File: config.mk
export PLATFORM = sky130hd
export DESIGN_NAME = ped_signal_ctrl
export DESIGN_NICKNAME = d
export VERILOG_FILES = /design/src/rtl/traffic_pkg.sv /design/src/rtl/light_edge_det.sv /design/src/rtl/ped_signal_ctrl.sv
export SDC_FILE = /design/constraint.sdc
export NUM_CORES = 1
export LEC_CHECK = 0
export BUFFER_PORTS_ARGS = -buffer_cell sky130_fd_sc_hd__buf_2
export CELL_PAD_IN_SITES_DETAIL_PLACEMENT = 1
export CELL_PAD_IN_SITES_GLOBAL_PLACEMENT = 1
export CORE_MARGIN = 8
export CORE_UTILIZATION = 39
export CTS_CLUSTER_DIAMETER = 80
export CTS_CLUSTER_SIZE = 40
export DETAILED_ROUTE_END_ITERATION = 7
export GPL_ROUTABILITY_DRIVEN = 0
export GPL_TIMING_DRIVEN = 0
export PLACE_DENSITY_LB_ADDON = 0.1
export SYNTH_ARGS = -nofsm -noshare
export SYNTH_HDL_FRONTEND = slang
export SYNTH_SLANG_ARGS = --single-unit
File: constraint.sdc
create_clock -name clk -period 3 [get_ports clk]
set_input_delay 0.15 -clock clk [delete_from_list [all_inputs] [get_ports clk]]
set_output_delay 0.15 -clock clk [all_outputs]
set_load 0.01 [all_outputs]
File: src/rtl/traffic_pkg.sv
// Light-code constants and pedestrian state encoding, shared by the traffic-light sequencer and the pedestrian controller.
package traffic_pkg;

  localparam int unsigned LIGHT_W = 3;

  localparam logic [LIGHT_W-1:0] LIGHT_OFF    = 3'd0;
  localparam logic [LIGHT_W-1:0] LIGHT_RED    = 3'd1;
  localparam logic [LIGHT_W-1:0] LIGHT_GREEN  = 3'd2;
  localparam logic [LIGHT_W-1:0] LIGHT_YELLOW = 3'd3;

  typedef enum logic [1:0] {
    PED_STOP  = 2'd0,
    PED_WALK  = 2'd1,
    PED_FLASH = 2'd2
  } ped_state_e;

  function automatic logic is_red(input logic [LIGHT_W-1:0] code);
    return code == LIGHT_RED;
  endfunction

endpackage

File: src/rtl/light_edge_det.sv
// Registers the vehicle light code and strobes red_onset_c_o for the one cycle in which red is first seen.
module light_edge_det
  import traffic_pkg::*;
(
  input  logic               clk,
  input  logic               rst,
  input  logic [LIGHT_W-1:0] light_i,
  output logic               red_onset_c_o
);

  logic [LIGHT_W-1:0] light_q;

  always_ff @(posedge clk) begin
    if (!rst) light_q <= LIGHT_OFF;
    else      light_q <= light_i;
  end

  assign red_onset_c_o = is_red(light_i) && !is_red(light_q);

endmodule

File: src/rtl/ped_signal_ctrl.sv
// Pedestrian signal controller: grants WALK at vehicle red onset, then an optional flashing clearance phase.
// Define PED_FLASH_CLEAR_EN to build the FLASH clearance phase; otherwise WALK returns straight to STOP.
module ped_signal_ctrl
  import traffic_pkg::*;
#(
  parameter int unsigned WALK_CYC  = 4,
  parameter int unsigned FLASH_CYC = 3,
  parameter int unsigned CNT_W     = 4
) (
  input  logic               clk,
  input  logic               rst,
  input  logic [LIGHT_W-1:0] light,
  input  logic               ped_btn,
  output logic               walk,
  output logic               dont_walk,
  output logic               flash,
  output logic               req_pending,
  output logic [CNT_W-1:0]   countdown,
  output logic               aborted
);

`ifdef PED_FLASH_CLEAR_EN
  localparam int unsigned CLEAR_CYC = FLASH_CYC;
`else
  localparam int unsigned CLEAR_CYC = 0;
  logic unused_flash_cyc;
  assign unused_flash_cyc = ^32'(FLASH_CYC);
`endif

  localparam logic [CNT_W-1:0] CNT_START = CNT_W'(WALK_CYC + CLEAR_CYC);
  localparam logic [CNT_W-1:0] CNT_LAST_WALK = CNT_W'(CLEAR_CYC + 1);

  ped_state_e       state_q, state_d;
  logic [CNT_W-1:0] cnt_q, cnt_d;
  logic             req_q, req_d;
  logic             flash_q, flash_d;
  logic             aborted_q, aborted_d;
  logic             walk_q, walk_d;
  logic             dont_walk_q, dont_walk_d;
  logic             red_onset_c;
  logic             red_c;

  light_edge_det u_edge (
    .clk           (clk),
    .rst           (rst),
    .light_i       (light),
    .red_onset_c_o (red_onset_c)
  );

  assign red_c = is_red(light);

  always_ff @(posedge clk) begin
    if (!rst) begin
      state_q     <= PED_STOP;
      cnt_q       <= '0;
      req_q       <= 1'b0;
      flash_q     <= 1'b0;
      aborted_q   <= 1'b0;
      walk_q      <= 1'b0;
      dont_walk_q <= 1'b1;
    end else begin
      state_q     <= state_d;
      cnt_q       <= cnt_d;
      req_q       <= req_d;
      flash_q     <= flash_d;
      aborted_q   <= aborted_d;
      walk_q      <= walk_d;
      dont_walk_q <= dont_walk_d;
    end
  end

  // Losing red mid-crossing always wins over normal progression.
  always_comb begin
    state_d   = state_q;
    cnt_d     = cnt_q;
    req_d     = req_q;
    flash_d   = 1'b0;
    aborted_d = 1'b0;
    case (state_q)
      PED_STOP: begin
        if (ped_btn) req_d = 1'b1;
        if (red_onset_c && (req_q || ped_btn)) begin
          state_d = PED_WALK;
          cnt_d   = CNT_START;
          req_d   = 1'b0;
        end
      end
      PED_WALK: begin
        if (!red_c) begin
          state_d   = PED_STOP;
          cnt_d     = '0;
          aborted_d = 1'b1;
        end else begin
          cnt_d = cnt_q - CNT_W'(1);
          if (cnt_q == CNT_LAST_WALK) begin
`ifdef PED_FLASH_CLEAR_EN
            state_d = PED_FLASH;
            flash_d = 1'b1;
`else
            state_d = PED_STOP;
            cnt_d   = '0;
`endif
          end
        end
      end
`ifdef PED_FLASH_CLEAR_EN
      PED_FLASH: begin
        if (ped_btn) req_d = 1'b1;
        if (!red_c) begin
          state_d   = PED_STOP;
          cnt_d     = '0;
          aborted_d = 1'b1;
        end else if (cnt_q == CNT_W'(1)) begin
          state_d = PED_STOP;
          cnt_d   = '0;
        end else begin
          cnt_d   = cnt_q - CNT_W'(1);
          flash_d = !flash_q;
        end
      end
`endif
      default: begin
        state_d = PED_STOP;
        cnt_d   = '0;
      end
    endcase
    walk_d      = (state_d == PED_WALK);
    dont_walk_d = (state_d != PED_WALK);
  end

  assign walk        = walk_q;
  assign dont_walk   = dont_walk_q;
  assign flash       = flash_q;
  assign req_pending = req_q;
  assign countdown   = cnt_q;
  assign aborted     = aborted_q;

endmodule

==> metrics.md, run 1 <==
| Metric | Value |
|---|---|
| WP buf/inv | 0 |
| Max_cap viols | 0 |
| Master of the slowest instance on the critical path | dfxtp_1 |
| Final Non-Filler Cells | 95 |
| Setup Fix Bufs, Post-CTS | 0 |
| Share of the synthesized area in the top cell type | 0.437 |
| Clk pwr share | 0.348 |
| Lkg Pwr | 0.292 nW |
| Synthesis warning total | 0 |
| Hold/Removal Path Class | input port to flop |
| Fin. Hold Viols | 0 |
| Switching share of total power | 0.253 |
| Synth top area cells | dfxtp_1 44%, o311ai_1 4.4%, ha_1 4.2% |
| TritonCTS Buffers | 3 |
| Grt ovf | 0 |
| Family with the most delay on the worst path | simple AND/OR/NAND/NOR gates |
| Post-Layout Inst Area | 712 µm² |
| Final ANT Viol Nets | 0 |
| Sequential cell area | 260 µm² |
| Port Buffers | 13 |
| Most common cell in the netlist | dfxtp_1 |
| DRT iter0 DRCs | 11 |
| Hpwl dp | 1070 µm |
| WHS | 0.108 ns |
| Tmin final | 1.28 ns |
| Synthesized area per cell | 9.76 µm² |
| Die X | 55.1 µm |
| Fmax | 0.780 GHz |
| Max IR drop VDD | 242 µV |
| Status | finished, final reports clean |
| # IOs | 15 |
| Routed WL | 1410 µm |
| Dpl cell area | 684 µm² |
| CP arrival | 1.47 ns |
| Core Region | 1470 µm² |
| Mapped Cells | 61 |
| Die height | 55.1 µm |
| Placed cells | 91 |
| Rel. slew slack | 0.545 |
| Crit start category | flop |
| Fin. max-slew vios | 0 |
| RSZ-0062 raised after global routing | no |
| DR WL/cell | 14.9 µm |
| Comb pwr share | 0.088 |
| Clock H-tree levels | 1 |
| Hold_buf cts | 0 |
| Drt pass-1 iters | 4 |
| CP Cell Sequence | nor2b_1 -> nand2_1 -> o32ai_1 |
| Row count | 14 |
| Setup Viol. Count Final | 0 |
| Required @ worst endpoint | 3.19 ns |
| P_int | 0.238 mW |
| Asr flop ratio synth | 0 |
| Setup TNS | 0 ns |
| CTS tree | built |
| PostCTS Resize Cnt | 0 |
| Number of global-route vias before repair | 532 |
| Clk_skew | 0.00242 ns |
| Worst Tran Pin Value | 0.681 ns |
| Worst-path clk slew | 0.08 ns |
| Netlist cell types | 31 |
| Share of post-route cells with drive strength above 1 | 0.291 |
| Area grow syn2layout | 19.5% |
| Pin count of the biggest net entering global routing | 9 |
| First-pass GRT wire length | 2300 µm |
| Crit Path Max Fanout | 6 |
| Initial core utilization | 0.405 |
| Primary FF master, synth | dfxtp_1 |
| Antenna cell count | 0 |
| Post-synth EDFFs | 0 |
| Sequential share of power | 0.564 |
| Post-synthesis register bit count | 13 |
| CP endpoint kind | flop |
| # fillers | 183 |
| Clock Path Buffers | 2 |
| Net switching power | 0.0808 mW |
| Post-route DRC | 0 |
| Max stage delay on crit path | 0.42 ns |
| Worst-Skew Late Latency | 0.28 ns |
| Clk Tree Root Cell | clkbuf_4 |
| GRT Util Overall | 0.105 |
| Antenna violations before repair | 0 |
| Cell Area, Synth | 596 µm² |
| Vias/cell | 5.44 |
| Period utilization | 0.427 |
| CTS Sinks | 13 |
| Sequential element share of the synthesized area | 0.437 |
| Nets | 88 |
| Vias | 517 |
| Critical path class | flop to flop |
| Pwr dens | 448 nW/µm² |
| Area of the multi-input gates | 305 µm² |
| Top post-synthesis cells by count | 13 x dfxtp_1, 4 x a21oi_1, 4 x inv_1, 4 x nor2_1 |
| Die ar. | 3030 µm² |
| Post-synth top area cell | dfxtp_1 |
cell families after synthesis:
kind of cell	synth area share
simple gates	0.275
compound gates	0.183
flops	0.437
buf+inv	0.0567
fa+ha+maj	0.0420
other cells	0.00630
per-stage QoR:
step	total power, mW	setup WS, ns	utilization
2_1_floorplan	0.201	1.81	-
3_3_place_gp	0.211	1.62	0.465
3_5_place_dp	0.212	1.67	0.465
4_1_cts	0.324	1.71	0.484
5_1_grt	0.333	1.62	0.484
6_report	0.319	1.72	0.484
power groups by stage:
| stage | combinational (mW) | clock [mW] | sequential (mW) |
|---|---|---|---|
| after floorplan | 0.0170 | 0 | 0.184 |
| after global placement | 0.0274 | 0 | 0.184 |
| after detailed placement | 0.0279 | 0 | 0.184 |
| after CTS | 0.0281 | 0.116 | 0.180 |
| after global routing | 0.0307 | 0.121 | 0.181 |
| final | 0.0281 | 0.111 | 0.180 |
metal layers:
layer,global-route usage,wire [µm],vias to the layer above
met2,0.155,648,13
met5,0,0,-
met3,0.0321,80,2
met4,0.0600,16,0
met1,0.132,665,245
li1,-,-,257
state kept, by name, summed over array words and instances (netlist names):
signal and count:
countdown 4, u_edge.light_q 3, state_q 2, aborted 1, dont_walk 1, req_pending 1, walk 1
layout make-up:
type                       count  share of cell area
tap                           16              0.0281
inverter                       4              0.0211
buffer                         2              0.0264
clock inverter                 1             0.00703
timing repair buffer          13              0.0914
multi-input combinational     43               0.429
clock buffer                   3              0.0316
sequential                    13               0.366
path summary, 6_finish.rpt:
| kind | depth (start not counted) | slack (ns) | from | end |
|---|---|---|---|---|
| hold / removal | 2 | 0.11 | light[2] | u_edge.light_q[2]$_SDFF_PN0_ |
| setup / recovery | 3 | 1.72 | state_q[0]$_SDFF_PN0_ | countdown[2]$_SDFFE_PN0P_ |
| setup reg to reg | 3 | 1.72 | state_q[0]$_SDFF_PN0_ | countdown[2]$_SDFFE_PN0P_ |
| hold reg to reg | 2 | 0.54 | countdown[1]$_SDFFE_PN0P_ | countdown[1]$_SDFFE_PN0P_ |
placed cells by master, fill, tap and decap left out, types with 2 or more instances in the layout:
cell type and count:
a21oi_1 4, and2_1 2, buf_2 13, clkbuf_4 3
conb_1 2, dfxtp_1 13, ha_1 2, inv_1 4
nand2_1 2, nor2_1 4, nor2b_1 3, nor3_1 2
o21a_1 2, o311ai_1 3
Note: power is estimated with default switching activity, not from simulation.
==> run 2: changes to the inputs <==
ABC_AREA = 1   (was unset)
CORE_UTILIZATION = 35   (was 39)
clock period = 1.3 ns   (was 3 ns; I/O delays follow)
==> run 2 against run 1 <==
  * Global-route usage down 1.8 points
  * Hold slack worse by 0.067 ns
  * Worst setup slack worse by 1.6 ns
  * Clock skew down 0.0015 ns
  * Sequential share of layout area down 1.2 points
  * Cell area up 4.4%
  * Via count up 1.7%
  * Synthesized area down 0.42%
  * Combinational power rose to 2.5 times the previous value
  * Clock power up 130%
  * Sequential power up 130%
  * Die area up 7.7%
  * Largest power group unchanged
==> metrics.md, run 2 <==
| Metric | Value |
|---|---|
| Post-synth EDFFs | 0 (unchanged) |
| Grt ovf | 0 (unchanged) |
| Number of global-route vias before repair | 562 (+5.6%) |
| Initial core utilization | 0.359 (-0.0457) |
| Share of post-route cells with drive strength above 1 | 0.344 (+0.0529) |
| TritonCTS Buffers | 3 (unchanged) |
| Setup Viol. Count Final | 0 (unchanged) |
| Clock H-tree levels | 1 (unchanged) |
| Lkg Pwr | 0.383 nW (+31%) |
| Dpl cell area | 683 µm² (-0.18%) |
| Clock Path Buffers | 2 (unchanged) |
| Worst-path clk slew | 0.08 ns (about the same) |
| Synthesis warning total | 0 (unchanged) |
| Sequential element share of the synthesized area | 0.439 (+0.00184) |
| Hpwl dp | 1050 µm (-2.0%) |
| Synthesized area per cell | 8.01 µm² (-18%) |
| Mapped Cells | 74 (+21%) |
| Max stage delay on crit path | 0.58 ns (+0.16 ns) |
| Row count | 15 (+1) |
| Max reg flops | 4 (unchanged) |
| CP Cell Sequence | dlygate4sd3_1 -> inv_2 -> nand2_4 -> nor2_8 -> nand2_4 -> nor2_4 -> inv_2 -> a21oi_2 -> inv_1 |
| Clk_skew | 0.000943 ns (-0.00148 ns) |
| Asr flop ratio synth | 0 (unchanged) |
| Power, Total | 0.734 mW (+130%) |
| CTS tree | built |
| Pin count of the biggest net entering global routing | 9 (unchanged) |
| Required @ worst endpoint | 1.48 ns (-1.71 ns) |
| R2R Path End | dont_walk$_SDFF_PN1_ |
| Post-synth top area cell | dfxtp_1 |
| Routed WL | 1350 µm (-4.5%) |
| Final Non-Filler Cells | 110 (+16%) |
| Place WS | 0.0355 ns (-1.63 ns) |
| Nets | 102 (+16%) |
| Tmin final | 1.21 ns |
| Hold/Removal Path Class | input port to flop |
| CP arrival | 1.38 ns (-0.09 ns) |
| DR WL/cell | 12.3 µm (-17%) |
| Die height | 57.2 µm (+3.8%) |
| Final ANT Viol Nets | 0 (unchanged) |
| DRT iter0 DRCs | 3 (-8) |
| Fin. max-slew vios | 0 (unchanged) |
| Die X | 57.2 µm (+3.8%) |
| Layout Utilization | 0.450 (-0.0338) |
| Fmax | 0.829 GHz |
| Setup TNS | 0 ns (unchanged) |
| Max IR drop VDD | 541 µV (+120%) |
| Top post-synthesis cells by count | 13 x dfxtp_1, 13 x inv_1, 9 x nand3_1 |
| Max_cap viols | 0 (unchanged) |
| Pwr dens | 988 nW/µm² (+120%) |
| CTS Sinks | 13 (unchanged) |
| Critical path class | input port to flop |
| Commonest non-fill, non-tap cells in the layout | 12 x inv_1, 12 x buf_2, 11 x dfxtp_1, 9 x nand3_1, 7 x nand2_1 |
| Primary FF master, synth | dfxtp_1 |
| First-pass GRT wire length | 2330 µm (+0.91%) |
| RR Startpoint | countdown[1]$_SDFFE_PN0P_ |
| CP endpoint kind | flop |
| GRT Util Overall | 0.0873 (-0.0177) |
| Antenna cell count | 0 (unchanged) |
| Netlist cell types | 22 (-29%) |
| Post-Layout Inst Area | 743 µm² (+4.4%) |
| Vias/cell | 4.78 (-12%) |
| Crit start category | input port |
| Cell Area, Synth | 593 µm² (-0.42%) |
| Hold Path Stages | 3 (+1) |
| Worst Hold Launch | rst |
| R2r setup slk | 0.10 ns (-1.62 ns) |
| Vias | 526 (+1.7%) |
| Drt pass-1 iters | 4 (unchanged) |
| Master of the slowest instance on the critical path | dlygate4sd3_1 |
| Area grow syn2layout | 25.3% |
| Core Region | 1650 µm² (+12%) |
| # IOs | 15 (unchanged) |
| Port Buffers | 13 (unchanged) |
| Worst Reg-to-Reg Cells | 8 (+5) |
| Die ar. | 3270 µm² (+7.7%) |
| Crit Path Max Fanout | 6 (unchanged) |
| Share of the synthesized area in the top cell type | 0.439 (+0.00184) |
| Fin. Hold Viols | 0 (unchanged) |
| WHS Endpoint | u_edge.light_q[2]$_SDFF_PN0_ |
| Period utilization | 0.928 |
| Synth top area cells | dfxtp_1 44%, inv_1 8.2%, nand3_1 7.6% |
| WHS | 0.0405 ns (-0.0671 ns) |
| Antenna violations before repair | 0 (unchanged) |
| Post-route DRC | 0 (unchanged) |
| Worst-Skew Late Latency | 0.27 ns (about the same) |
| Post-synthesis register bit count | 13 (unchanged) |
| Final WS setup | 0.0933 ns (-1.63 ns) |
| Status | finished, final reports clean |
| Clk Tree Root Cell | clkbuf_4 |
| Placed cells | 105 (+15%) |
==> run 2: cell types whose count changed after synthesis, moves of 3 or more <==
| cell | previous run | this run |
|---|---|---|
| inv_1 | 4 | 13 |
| nand3_1 | 0 | 9 |
| nand2_1 | 2 | 8 |
| nand2_2 | 0 | 3 |
| nor2b_1 | 3 | 0 |
| o311ai_1 | 3 | 0 |
==> run 2: power breakdown <==
part	switching, mW	internal [mW]	leakage [nW]
Combinational	0.0429	0.0276	0.258
Sequential	0.00472	0.408	0.107
Clock	0.136	0.114	0.0177
Total	0.184	0.550	0.383
==> run 2: what timing repair did <==
| item | 4_1_cts | 5_1_grt |
|---|---|---|
| gates resized for setup | 0 | 7 |
| endpoints found under the setup margin | 0 | 5 |
| endpoints found under the hold margin | 1 | 0 |
| setup buffers | 0 | 1 |
| hold buffers | 1 | 0 |
==> run 2: final cells by class <==
class / count / area (µm²)
plain buffers: 1 / 7.51
clock buffers: 3 / 22.5
clock inverters: 1 / 5.00
fillers: 216 / 908
inverters: 15 / 56.3
multi-input cells: 46 / 290
flip-flops and latches: 13 / 263
well taps: 17 / 21.3
repair buffers: 14 / 77.6
==> run 2: cell families after synthesis <==
logic type | synth area share
adder cells (fa/ha/maj) | 0.0422
AO/OA/AOI/OAI | 0.0654
AND/OR/NAND/NOR | 0.325
flip-flops | 0.439
buffers and inverters | 0.108
XOR/XNOR | 0.0148
other | 0.00632
==> run 2: layer usage <==
layer / wire (µm) / up-vias / track usage
li1: - / 266 / -
met1: 616 / 243 / 0.101
met2: 649 / 12 / 0.144
met3: 53 / 5 / 0.0244
met4: 29 / 0 / 0.0403
met5: 0 / - / 0
==> run 2: how the worst max path moves through the flow <==
stage / endpoint / from / depth (start not counted) / slack, ns
5_1_grt: dont_walk$_SDFF_PN1_ / countdown[1]$_SDFFE_PN0P_ / 8 / -0.0004
6_report: dont_walk$_SDFF_PN1_ / light[1] / 9 / 0.09
2_1_floorplan: dont_walk$_SDFF_PN1_ / countdown[1]$_SDFFE_PN0P_ / 8 / 0.10
3_3_place_gp: dont_walk$_SDFF_PN1_ / countdown[1]$_SDFFE_PN0P_ / 8 / 0.04
4_1_cts: dont_walk$_SDFF_PN1_ / countdown[1]$_SDFFE_PN0P_ / 8 / 0.01
3_5_place_dp: dont_walk$_SDFF_PN1_ / countdown[1]$_SDFFE_PN0P_ / 8 / 0.04
==> run 2: critical path, delay by kind of cell <==
| family | cells | cell delay (ns) |
|---|---|---|
| buffers and inverters | 4 | 0.77 |
| AND/OR/NAND/NOR | 4 | 0.40 |
| AO/OA/AOI/OAI | 1 | 0.15 |
==> run 3: changes to the inputs <==
ABC_AREA = unset   (was 1)
CORE_UTILIZATION = 37   (was 35)
==> run 3 against run 2 <==
  * Global-route usage rose by 0.50 points
  * Sequential power barely moved
  * Core utilization rose by 3.5 points
  * Largest cell class unchanged
  * Highest routed layer unchanged
==> metrics.md, run 3 (synthesized netlist as in run 1, its figures left out) <==
| Metric | Value |
|---|---|
| Max IR drop VDD | 572 µV (+5.8%) |
| Final WS setup | 0.0720 ns (-0.0213 ns) |
| Net switching power | 0.179 mW (-2.5%) |
| First-pass GRT wire length | 2360 µm (+1.5%) |
| Clk pwr share | 0.345 (+0.004) |
| Fin. Hold Viols | 0 (unchanged) |
| Family with the most delay on the worst path | compound AO/OA/AOI/OAI gates |
| Status | finished, final reports clean |
| CP Cell Sequence | inv_1 -> ha_2 -> nand2b_4 -> o211a_1 -> o21a_1 |
| Routed WL | 1400 µm (+4.2%) |
| # IOs | 15 (unchanged) |
| Max_cap viols | 0 (unchanged) |
| R2r setup slk | 0.07 ns (-0.03 ns) |
| Worst-path clk slew | 0.08 ns (about the same) |
| Row count | 14 (-1) |
| Rel. slew slack | 0.521 |
| Drt pass-1 iters | 3 (-1) |
| Vias/cell | 5.47 (+14%) |
| Number of global-route vias before repair | 523 (-6.9%) |
| Master of the slowest instance on the critical path | dfxtp_2 |
| Comb pwr share | 0.088 (-0.008) |
| Clock Path Buffers | 2 (unchanged) |
| Setup Viol. Count Final | 0 (unchanged) |
| Commonest non-fill, non-tap cell in the layout | buf_2 |
| Clk Tree Root Cell | clkbuf_4 |
| Nets | 88 (-14%) |
| Final ANT Viol Nets | 0 (unchanged) |
| Die X | 56.1 µm (-1.8%) |
| CP arrival | 1.40 ns (+0.02 ns) |
| Place WS | 0.00823 ns (-0.0273 ns) |
| Hold_buf cts | 0 (-1) |
| Max stage delay on crit path | 0.34 ns (-0.24 ns) |
| Worst Tran Pin Value | 0.716 ns |
| Grt ovf | 0 (unchanged) |
| Worst path depth | 5 (-4) |
| Pwr dens | 1000 nW/µm² (+1.7%) |
| CTS Sinks | 13 (unchanged) |
| GRT Util Overall | 0.0923 (+0.00503) |
| Period utilization | 0.945 (+0.0163) |
| Core Region | 1510 µm² (-8.8%) |
| Fin. max-slew vios | 0 (unchanged) |
| Tmin final | 1.23 ns (+0.0213 ns) |
| Die height | 56.1 µm (-1.8%) |
| Power, Total | 0.734 mW (about the same) |
| DR WL/cell | 14.8 µm (+21%) |
| Die ar. | 3150 µm² (-3.6%) |
| P_int | 0.554 mW (+0.78%) |
| Hpwl dp | 1040 µm (-1.3%) |
| Share of post-route cells with drive strength above 1 | 0.342 (-0.00231) |
| Crit Path Max Fanout | 4 (-2) |
| Hold Path Stages | 2 (-1) |
| Switching share of total power | 0.244 (-0.00621) |
| Area grow syn2layout | 22.7% |
| Required @ worst endpoint | 1.48 ns (about the same) |
| Pin count of the biggest net entering global routing | 8 (-1) |
| Clock H-tree levels | 1 (unchanged) |
| Antenna cell count | 0 (unchanged) |
| Port Buffers | 13 (unchanged) |
| Post-route DRC | 0 (unchanged) |
| Setup Fix Bufs, Post-CTS | 0 (unchanged) |
| Hold/Removal Path Class | input port to flop |
| Fmax | 0.814 GHz (-1.7%) |
| TritonCTS Buffers | 3 (unchanged) |
| CTS tree | built |
| Clk_skew | 0.00298 ns (+0.00204 ns) |
| Lkg Pwr | 0.290 nW (-24%) |
| CP endpoint kind | flop |
| DRT iter0 DRCs | 8 (+5) |
| Placed cells | 91 (-13%) |
| Antenna violations before repair | 0 (unchanged) |
| Initial core utilization | 0.395 (+0.0363) |
| Sequential share of power | 0.567 (+0.004) |
| Setup TNS | 0 ns (unchanged) |
| Max reg flops | 4 (unchanged) |
| WP buf/inv | 1 (-3) |
| Vias | 520 (-1.1%) |
| Layout Utilization | 0.485 (+0.0350) |
| Final Non-Filler Cells | 95 (-14%) |
| Commonest non-fill, non-tap cells in the layout | 13 x buf_2, 11 x dfxtp_1, 4 x inv_1, 4 x nor2_1, 4 x a21oi_1 |
| Critical path class | flop to flop |
| Crit start category | flop |
| Worst-Skew Late Latency | 0.28 ns (about the same) |
| Worst Reg-to-Reg Cells | 5 (-3) |
==> run 3: cell types whose count changed in the layout (fill, tap and decap cells not counted), moves of 3 or more <==
| cell | delta |
|---|---|
| nand3_1 | -9 |
| inv_1 | -8 |
| nand2_1 | -5 |
| inv_2 | -3 |
| o311ai_1 | +3 |
==> run 3: worst register-to-register path, delay by kind of cell, from the launching register on <==
kind                     cells  cell delay, ns
AO/OA/AOI/OAI                2            0.45
buffers and inverters        1            0.07
AND/OR/NAND/NOR              1            0.07
flip-flops                   1            0.34
adder cells (fa/ha/maj)      1            0.20
==> run 3: worst paths after layout <==
check / startpoint / to
max: countdown[1]$_SDFFE_PN0P_ / state_q[0]$_SDFF_PN0_
min: light[0] / u_edge.light_q[0]$_SDFF_PN0_
max reg2reg: countdown[1]$_SDFFE_PN0P_ / state_q[0]$_SDFF_PN0_
min reg2reg: countdown[0]$_SDFFE_PN0P_ / countdown[0]$_SDFFE_PN0P_
==> run 3: per-layer routing <==
metal | global-route usage | share of wire
met5 | 0 | 0
met4 | 0.0722 | 0.022
met3 | 0.0320 | 0.046
met2 | 0.125 | 0.44
met1 | 0.114 | 0.49
==> run 3: layout make-up <==
class | count | area, µm²
plain buffers | 2 | 18.8
clock buffers | 4 | 26.3
fillers | 194 | 776
inverters | 4 | 15.0
multi-input cells | 43 | 323
flip-flops and latches | 13 | 263
well taps | 16 | 20.0
repair buffers | 13 | 65.1
==> run 3: through the flow <==
step           hold slack [ns]  instance area [µm²]
2_1_floorplan            0.187                  599
3_3_place_gp             0.297                  684
3_5_place_dp             0.313                  684
4_1_cts                 0.0147                  713
5_1_grt                 0.0328                  731
6_report                0.0188                  731
==> run 3: power groups by stage <==
stage                     clock network [mW]  logic [mW]  registers (mW)
after floorplan                            0      0.0393           0.425
after global placement                     0      0.0630           0.424
after detailed placement                   0      0.0643           0.425
after CTS                              0.262      0.0647           0.415
after global routing                   0.271      0.0715           0.418
final                                  0.253      0.0647           0.416
==> run 3: what timing repair did <==
item / 4_1_cts / 5_1_grt
pin swaps: 0 / 1
setup endpoints to repair: 2 / 3
gates resized for setup: 1 / 5
gates cloned: 0 / 0
